`src/rtl/exu_muldiv.sv`:
```
//-----------------------------------------------------------------------------
// exu_muldiv
// Iterative multiply/divide unit for the RISC-V M extension. It accepts one
// operation per in_valid/in_ready handshake and runs a shift-add multiply or a
// restoring divide on operand magnitudes, one bit per cycle. It then holds the
// result until out_ready. Divide-by-zero and signed overflow skip the
// iteration and complete on the cycle after accept.
//
// Ports:
//   clk, rstn            clock (rising edge), asynchronous active-low reset
//   flush                drops any in-flight or held operation
//   in_valid/in_ready    request handshake; in_ready is high only when idle
//   in_op, in_word       funct3 encoding and *W variant select
//   in_src1, in_src2     operands (sampled at accept only)
//   in_rd, in_tag        carried unchanged to out_rd/out_tag
//   out_valid/out_ready  result handshake
//   out_result           XLEN-bit result
//   busy                 unit is not idle
//-----------------------------------------------------------------------------
`timescale 1ns/1ps
module exu_muldiv #(
  parameter int XLEN     = 64,
  parameter int WORD_OPS = 1,
  parameter int TAG_W    = 8
) (
  input  logic             clk,
  input  logic             rstn,
  input  logic             flush,
  input  logic             in_valid,
  output logic             in_ready,
  input  logic [2:0]       in_op,
  input  logic             in_word,
  input  logic [XLEN-1:0]  in_src1,
  input  logic [XLEN-1:0]  in_src2,
  input  logic [4:0]       in_rd,
  input  logic [TAG_W-1:0] in_tag,
  output logic             out_valid,
  input  logic             out_ready,
  output logic [XLEN-1:0]  out_result,
  output logic [4:0]       out_rd,
  output logic [TAG_W-1:0] out_tag,
  output logic             busy
);

  localparam int CW = $clog2(XLEN) + 1;
  localparam logic [CW-1:0] LAST_FULL = CW'(XLEN - 1);
  localparam logic [CW-1:0] LAST_WORD = CW'(31);

  typedef enum logic [1:0] {IDLE, CALC, DONE} state_t;
  state_t state_reg, state_next;

  function automatic logic [XLEN-1:0] sext32(input logic [31:0] v);
    return XLEN'($signed(v));
  endfunction

  // ---------------- operand decode at accept ----------------
  logic            is_div, word_op, src1_signed, src2_signed;
  logic            a_neg, b_neg, div_zero, div_ovf, fast, accept;
  logic [XLEN-1:0] a_ext, b_ext, a_mag, b_mag, a_min, fast_raw, fast_res, div_init;

  assign is_div      = in_op[2];
  // MULHW/MULHSUW/MULHUW do not exist; those encodings fall back to full width.
  assign word_op     = (WORD_OPS != 0) && in_word && ((in_op == 3'd0) || is_div);
  assign src1_signed = (in_op == 3'd1) || (in_op == 3'd2) || (in_op == 3'd4) || (in_op == 3'd6);
  assign src2_signed = (in_op == 3'd1) || (in_op == 3'd4) || (in_op == 3'd6);

  always_comb begin
    a_ext = in_src1;
    b_ext = in_src2;
    if (word_op) begin
      // MULW, DIVW, REMW sign-extend (funct3 bit 0 clear); DIVUW/REMUW zero-extend.
      a_ext = in_op[0] ? XLEN'(in_src1[31:0]) : sext32(in_src1[31:0]);
      b_ext = in_op[0] ? XLEN'(in_src2[31:0]) : sext32(in_src2[31:0]);
    end
  end

  assign a_neg = src1_signed && a_ext[XLEN-1];
  assign b_neg = src2_signed && b_ext[XLEN-1];
  assign a_mag = a_neg ? -a_ext : a_ext;   // most-negative maps to 2^(XLEN-1) unsigned
  assign b_mag = b_neg ? -b_ext : b_ext;
  // Word dividends are pre-shifted so the divider consumes their 32 bits MSB-first.
  assign div_init = word_op ? (a_mag << (XLEN - 32)) : a_mag;

  assign a_min    = word_op ? sext32(32'h8000_0000) : {1'b1, {(XLEN-1){1'b0}}};
  assign div_zero = is_div && (b_ext == '0);
  assign div_ovf  = is_div && !in_op[0] && (a_ext == a_min) && (b_ext == '1);
  assign fast     = div_zero || div_ovf;

  always_comb begin
    if (div_zero) fast_raw = in_op[1] ? a_ext : '1;      // REM: dividend, DIV: all ones
    else          fast_raw = in_op[1] ? '0 : a_ext;      // overflow: REM 0, DIV dividend
  end
  assign fast_res = word_op ? sext32(fast_raw[31:0]) : fast_raw;

  // ---------------- iteration datapath ----------------
  // x_reg: multiplier (shifts right) or dividend/quotient (shifts left)
  // y_reg: multiplicand (shifts left) or divisor in the low half
  // acc_reg: product or partial remainder in the low half
  logic [2:0]        op_reg;
  logic              word_reg, neg_q_reg, neg_r_reg;
  logic [CW-1:0]     cnt_reg;
  logic [XLEN-1:0]   x_reg, x_step, result_reg, div_q, div_r, raw_res, final_res;
  logic [2*XLEN-1:0] y_reg, y_step, acc_reg, acc_step, mul_prod;
  logic [XLEN:0]     div_shift, div_diff;
  logic [4:0]        rd_reg;
  logic [TAG_W-1:0]  tag_reg;
  logic              last;

  assign div_shift = {acc_reg[XLEN-1:0], x_reg[XLEN-1]};
  assign div_diff  = div_shift - {1'b0, y_reg[XLEN-1:0]};
  assign last      = (cnt_reg == (word_reg ? LAST_WORD : LAST_FULL));

  always_comb begin
    x_step   = x_reg;
    y_step   = y_reg;
    acc_step = acc_reg;
    if (op_reg[2]) begin
      // Restoring step: keep the trial difference only if it did not go negative.
      x_step   = {x_reg[XLEN-2:0], ~div_diff[XLEN]};
      acc_step = {{XLEN{1'b0}}, (div_diff[XLEN] ? div_shift[XLEN-1:0] : div_diff[XLEN-1:0])};
    end else begin
      acc_step = acc_reg + (x_reg[0] ? y_reg : '0);
      x_step   = x_reg >> 1;
      y_step   = y_reg << 1;
    end
  end

  // Sign fix-up applied to the values produced by the final iteration.
  always_comb begin
    mul_prod = neg_q_reg ? -acc_step : acc_step;
    div_q    = neg_q_reg ? -x_step : x_step;
    div_r    = neg_r_reg ? -acc_step[XLEN-1:0] : acc_step[XLEN-1:0];
    if (op_reg[2])              raw_res = op_reg[1] ? div_r : div_q;
    else if (op_reg[1:0] == 2'd0) raw_res = mul_prod[XLEN-1:0];
    else                        raw_res = mul_prod[2*XLEN-1:XLEN];
    final_res = word_reg ? sext32(raw_res[31:0]) : raw_res;
  end

  // ---------------- control FSM ----------------
  assign accept = in_valid && (state_reg == IDLE) && !flush;

  always_ff @(posedge clk or negedge rstn) begin
    if (!rstn) state_reg <= IDLE;
    else       state_reg <= state_next;
  end

  always_comb begin
    state_next = state_reg;
    if (flush) begin
      state_next = IDLE;
    end else begin
      case (state_reg)
        IDLE:    if (in_valid) state_next = fast ? DONE : CALC;
        CALC:    if (last) state_next = DONE;
        DONE:    if (out_ready) state_next = IDLE;
        default: state_next = IDLE;
      endcase
    end
  end

  always_ff @(posedge clk or negedge rstn) begin
    if (!rstn) begin
      op_reg     <= '0;
      word_reg   <= 1'b0;
      neg_q_reg  <= 1'b0;
      neg_r_reg  <= 1'b0;
      cnt_reg    <= '0;
      x_reg      <= '0;
      y_reg      <= '0;
      acc_reg    <= '0;
      result_reg <= '0;
      rd_reg     <= '0;
      tag_reg    <= '0;
    end else if (accept) begin
      op_reg    <= in_op;
      word_reg  <= word_op;
      neg_q_reg <= a_neg ^ b_neg;
      neg_r_reg <= a_neg;
      cnt_reg   <= '0;
      x_reg     <= is_div ? div_init : b_mag;
      y_reg     <= {{XLEN{1'b0}}, (is_div ? b_mag : a_mag)};
      acc_reg   <= '0;
      rd_reg    <= in_rd;
      tag_reg   <= in_tag;
      if (fast) result_reg <= fast_res;
    end else if ((state_reg == CALC) && !flush) begin
      x_reg   <= x_step;
      y_reg   <= y_step;
      acc_reg <= acc_step;
      cnt_reg <= cnt_reg + CW'(1);
      if (last) result_reg <= final_res;
    end
  end

  assign in_ready   = (state_reg == IDLE);
  assign out_valid  = (state_reg == DONE);
  assign busy       = (state_reg != IDLE);
  assign out_result = result_reg;
  assign out_rd     = rd_reg;
  assign out_tag    = tag_reg;

endmodule

```
`config.mk`:
```
export PLATFORM = sky130hd
export DESIGN_NAME = exu_muldiv
export DESIGN_NICKNAME = d
export VERILOG_FILES = /design/src/rtl/exu_muldiv.sv
export SDC_FILE = /design/constraint.sdc
export NUM_CORES = 2
export LEC_CHECK = 0
export CAP_MARGIN = 30
export CELL_PAD_IN_SITES_DETAIL_PLACEMENT = 1
export CELL_PAD_IN_SITES_GLOBAL_PLACEMENT = 2
export CORE_MARGIN = 2
export CORE_UTILIZATION = 25
export DETAILED_ROUTE_END_ITERATION = 6
export GPL_TIMING_DRIVEN = 0
export PLACE_DENSITY = 0.62
export SYNTH_ARGS = -nofsm -noshare
export SYNTH_HDL_FRONTEND = slang
export SYNTH_SLANG_ARGS = --single-unit
```
`constraint.sdc`:
```
create_clock -name clk -period 16.9 [get_ports clk]
set_input_delay 5.07 -clock clk [delete_from_list [all_inputs] [get_ports clk]]
set_output_delay 5.07 -clock clk [all_outputs]
set_load 0.005 [all_outputs]
```
==> results.md <==
* Die X-Extent at 455 um
* Synth Cell Area at 50900 um2
* Top FF cell, synth: dfrtp_1
* Syn nets at 7675
* Worst Hold Launch: out_tag[4]
* Post-synthesis compound-gate area fraction at 0.302
* Share of cells above drive strength 1 at 0.0732
* Leakage at 23.7 nW
* Final Power at 10.7 mW
* Combinational family with the most area after synthesis: compound AO/OA/AOI/OAI gates
* Cell area after layout at 60500 um2
* Post-synthesis sequential area ratio at 0.202
* CP Class: reg2reg
* Fraction of registers with async set/reset at 1.00
* Max Buffers Root-to-Sink at 3
* Commonest cells post-synth: nand2_1 (1083), nor2_1 (725), a21oi_1 (633), o21ai_0 (621), dfrtp_1 (412)
* Resized Gates After CTS at 0
* Setup-failing EPs final at 0
* Cell taking the most area after synthesis: dfrtp_1
* RSZ-0062 raised after global routing: false
* Post-Synth XOR/XNOR Area at 0.0600
* FMAX at 72.1 MHz
* Hold WC Path Type: reg2reg
* Number of global-route vias before repair at 65.2k
* Synth Register Bits at 412
* Std-Cell Rows at 165
* CTS Buf Count at 56
* Critical path startpoint category: flip-flop
* Synth unique cells at 126
* CP startpoint: op_reg[2]
* Post-CTS Setup Bufs at 0
* HPWL after detailed placement at 377000 um
* Placement Cell Area at 58500 um2
* PnR worst setup slack at 3030 ps
* Hold buffers post-CTS at 0
* Ys Warns at 0
* Part of the cycle the worst path needs at 0.821
* Aggregate routed wire length at 442000 um
* Worst setup EP type: flip-flop
* Clk_lat worst skew at 740 ps
* Worst Path Required at 17450 ps
* Most used cell, CP: buf_2
* Starting DRC count in detailed routing at 6975
* Post-place setup slack at 3960 ps
* Gr usage total at 0.411
* Via density at 6.31
* NumNets Final at 8124
* GRT overflow at 0
* Pwr/cell area at 176 nW/um2
* Area grow syn2layout at 18.7%
* Clock sink count at 412
* Worst Skew at 66.3 ps
* DR WL/cell at 42.1 um
* # Max-Cap Violations at 0
* GPL Wtd Cong at 1.05
* Top-count cell post-synth: nand2_1
* Synth area leaders: dfrtp_1 (20%), nand2_1 (8.0%), a21oi_1 (6.2%)
* H-tree depth at 2
* Initial Util at 0.252
* CP Max Fanout at 11
* Synth Area in Simple Gates at 0.288
* Adder-Cell Fraction of Synth Area at 0.0551
* Mux share of post-synthesis cell area at 0.0382
* Final Max Tran Viols at 0
* Worst vdd ir at 97.5 uV
* CP max stage delay at 840 ps
* Routed Antenna Nets at 0
* Largest net degree at the start of global routing at 114
* Vias at 66.3k
* Clock transition at path regs at 60 ps
* Tmin final at 13870 ps
* Worst r2r src: op_reg[2]
* Syn Area/Cell at 6.95 um2
* Hold Violations, Final at 0
* Post-Synthesis Cells at 7326
* Clock root buffer: clkbuf_16
* Initial antenna violation count at 33
* Initial DRT Pass Iterations at 6
* Remaining DRCs at 0
* Die area at 207000 um2
* Slowest CP cell: o31ai_1
* First-pass GRT wire length at 590000 um
* Io pins at 230
* Die height at 455 um
* CP arrival at 14420 ps
* Setup_tns at 0 ps
* Number of enable flip-flop cells after synthesis at 0
* Buffers on Ports at 223
* Max_slew headroom at 0.188
* Total core area at 202000 um2
* Status: finished clean
* Slew @ Worst Pin at 1210 ps
* Yosys top cell area share at 0.202
* TritonCTS clock tree: yes
==> worst paths after layout <==
path | slack [ps] | end | cells past startpoint
max in group asynchronous | 11080 | y_reg[19] | 3
worst max register to register | 3030 | out_result[14] | 30
worst min register to register | 480 | out_tag[4] | 2
min in group asynchronous | 4290 | y_reg[67] | 1
worst min-delay path | 480 | out_tag[4] | 2
worst max-delay path | 3030 | out_result[14] | 30
==> critical path: cells and delay by family, from the launching register on <==
| kind | cells | cell delay [ps] |
|---|---|---|
| buf+inv | 18 | 9130 |
| simple gates | 6 | 1910 |
| compound gates | 4 | 1650 |
| flops | 1 | 320 |
| mux | 1 | 300 |
| fa+ha+maj | 1 | 260 |
==> power by group <==
group | switching, mW | leakage, nW | internal, mW
registers | 0.514 | 5.42 | 1.16
logic | 5.65 | 17.4 | 2.05
clock network | 0.552 | 0.918 | 0.743
==> per-layer routing <==
layer  routed length (um)  part of all wire  vias to the layer above  GRT usage
met4                35900             0.081                       14      0.278
met2               189000              0.43                     3401      0.621
met1               181000              0.41                    34100      0.519
met5                   90           0.00020                        -          0
met3                36300             0.082                      894     0.0947
li1                     -                 -                    27900          -
==> final cells by class <==
cell class / instances / area (um2)
buffer: 524 / 2230
clock inverter: 19 / 263
inverter: 142 / 533
fill: 25100 / 142000
tap: 2672 / 3340
clock buffer: 83 / 1630
sequential: 412 / 10300
timing repair buffer: 391 / 4140
multi-input combinational: 6248 / 38000
antenna: 17 / 42.5
==> cell usage in the layout (no fill, tap or decap), types with 55 or more instances in the layout <==
cell,count
a211oi_1,88
a21o_1,83
a21oi_1,633
a31oi_1,139
and2_1,176
buf_2,114
buf_4,61
clkbuf_1,369
clkbuf_16,57
clkdlybuf4s50_1,222
dfrtp_1,412
ha_1,197
inv_1,139
mux2i_1,145
nand2_1,1083
nand3_1,214
nand4_1,205
nor2_1,723
nor3_1,191
nor4_1,79
o211ai_1,80
o21a_1,55
o21ai_0,618
o31ai_1,92
or3_1,66
xnor2_1,186
xor2_1,162
==> per-stage QoR <==
| step | std cells | hold WS, ps | util |
|---|---|---|---|
| 3_5_place_dp | 10400 | 469 | 0.289 |
| 2_1_floorplan | 7326 | 453 | - |
| 5_1_grt | 10500 | 511 | 0.299 |
| 3_3_place_gp | 10200 | 460 | 0.279 |
| 6_report | 10500 | 479 | 0.299 |
| 4_1_cts | 10500 | 484 | 0.299 |
==> logic make-up after synthesis <==
family / Yosys count
AOI/OAI and AO/OA: 2403
xor gates and xnor gates: 349
adders and majority gates: 229
buffers and inverters: 666
DFF: 412
muxes: 189
and+or+nand+nor: 3078
(Power assumes the default switching activity.)
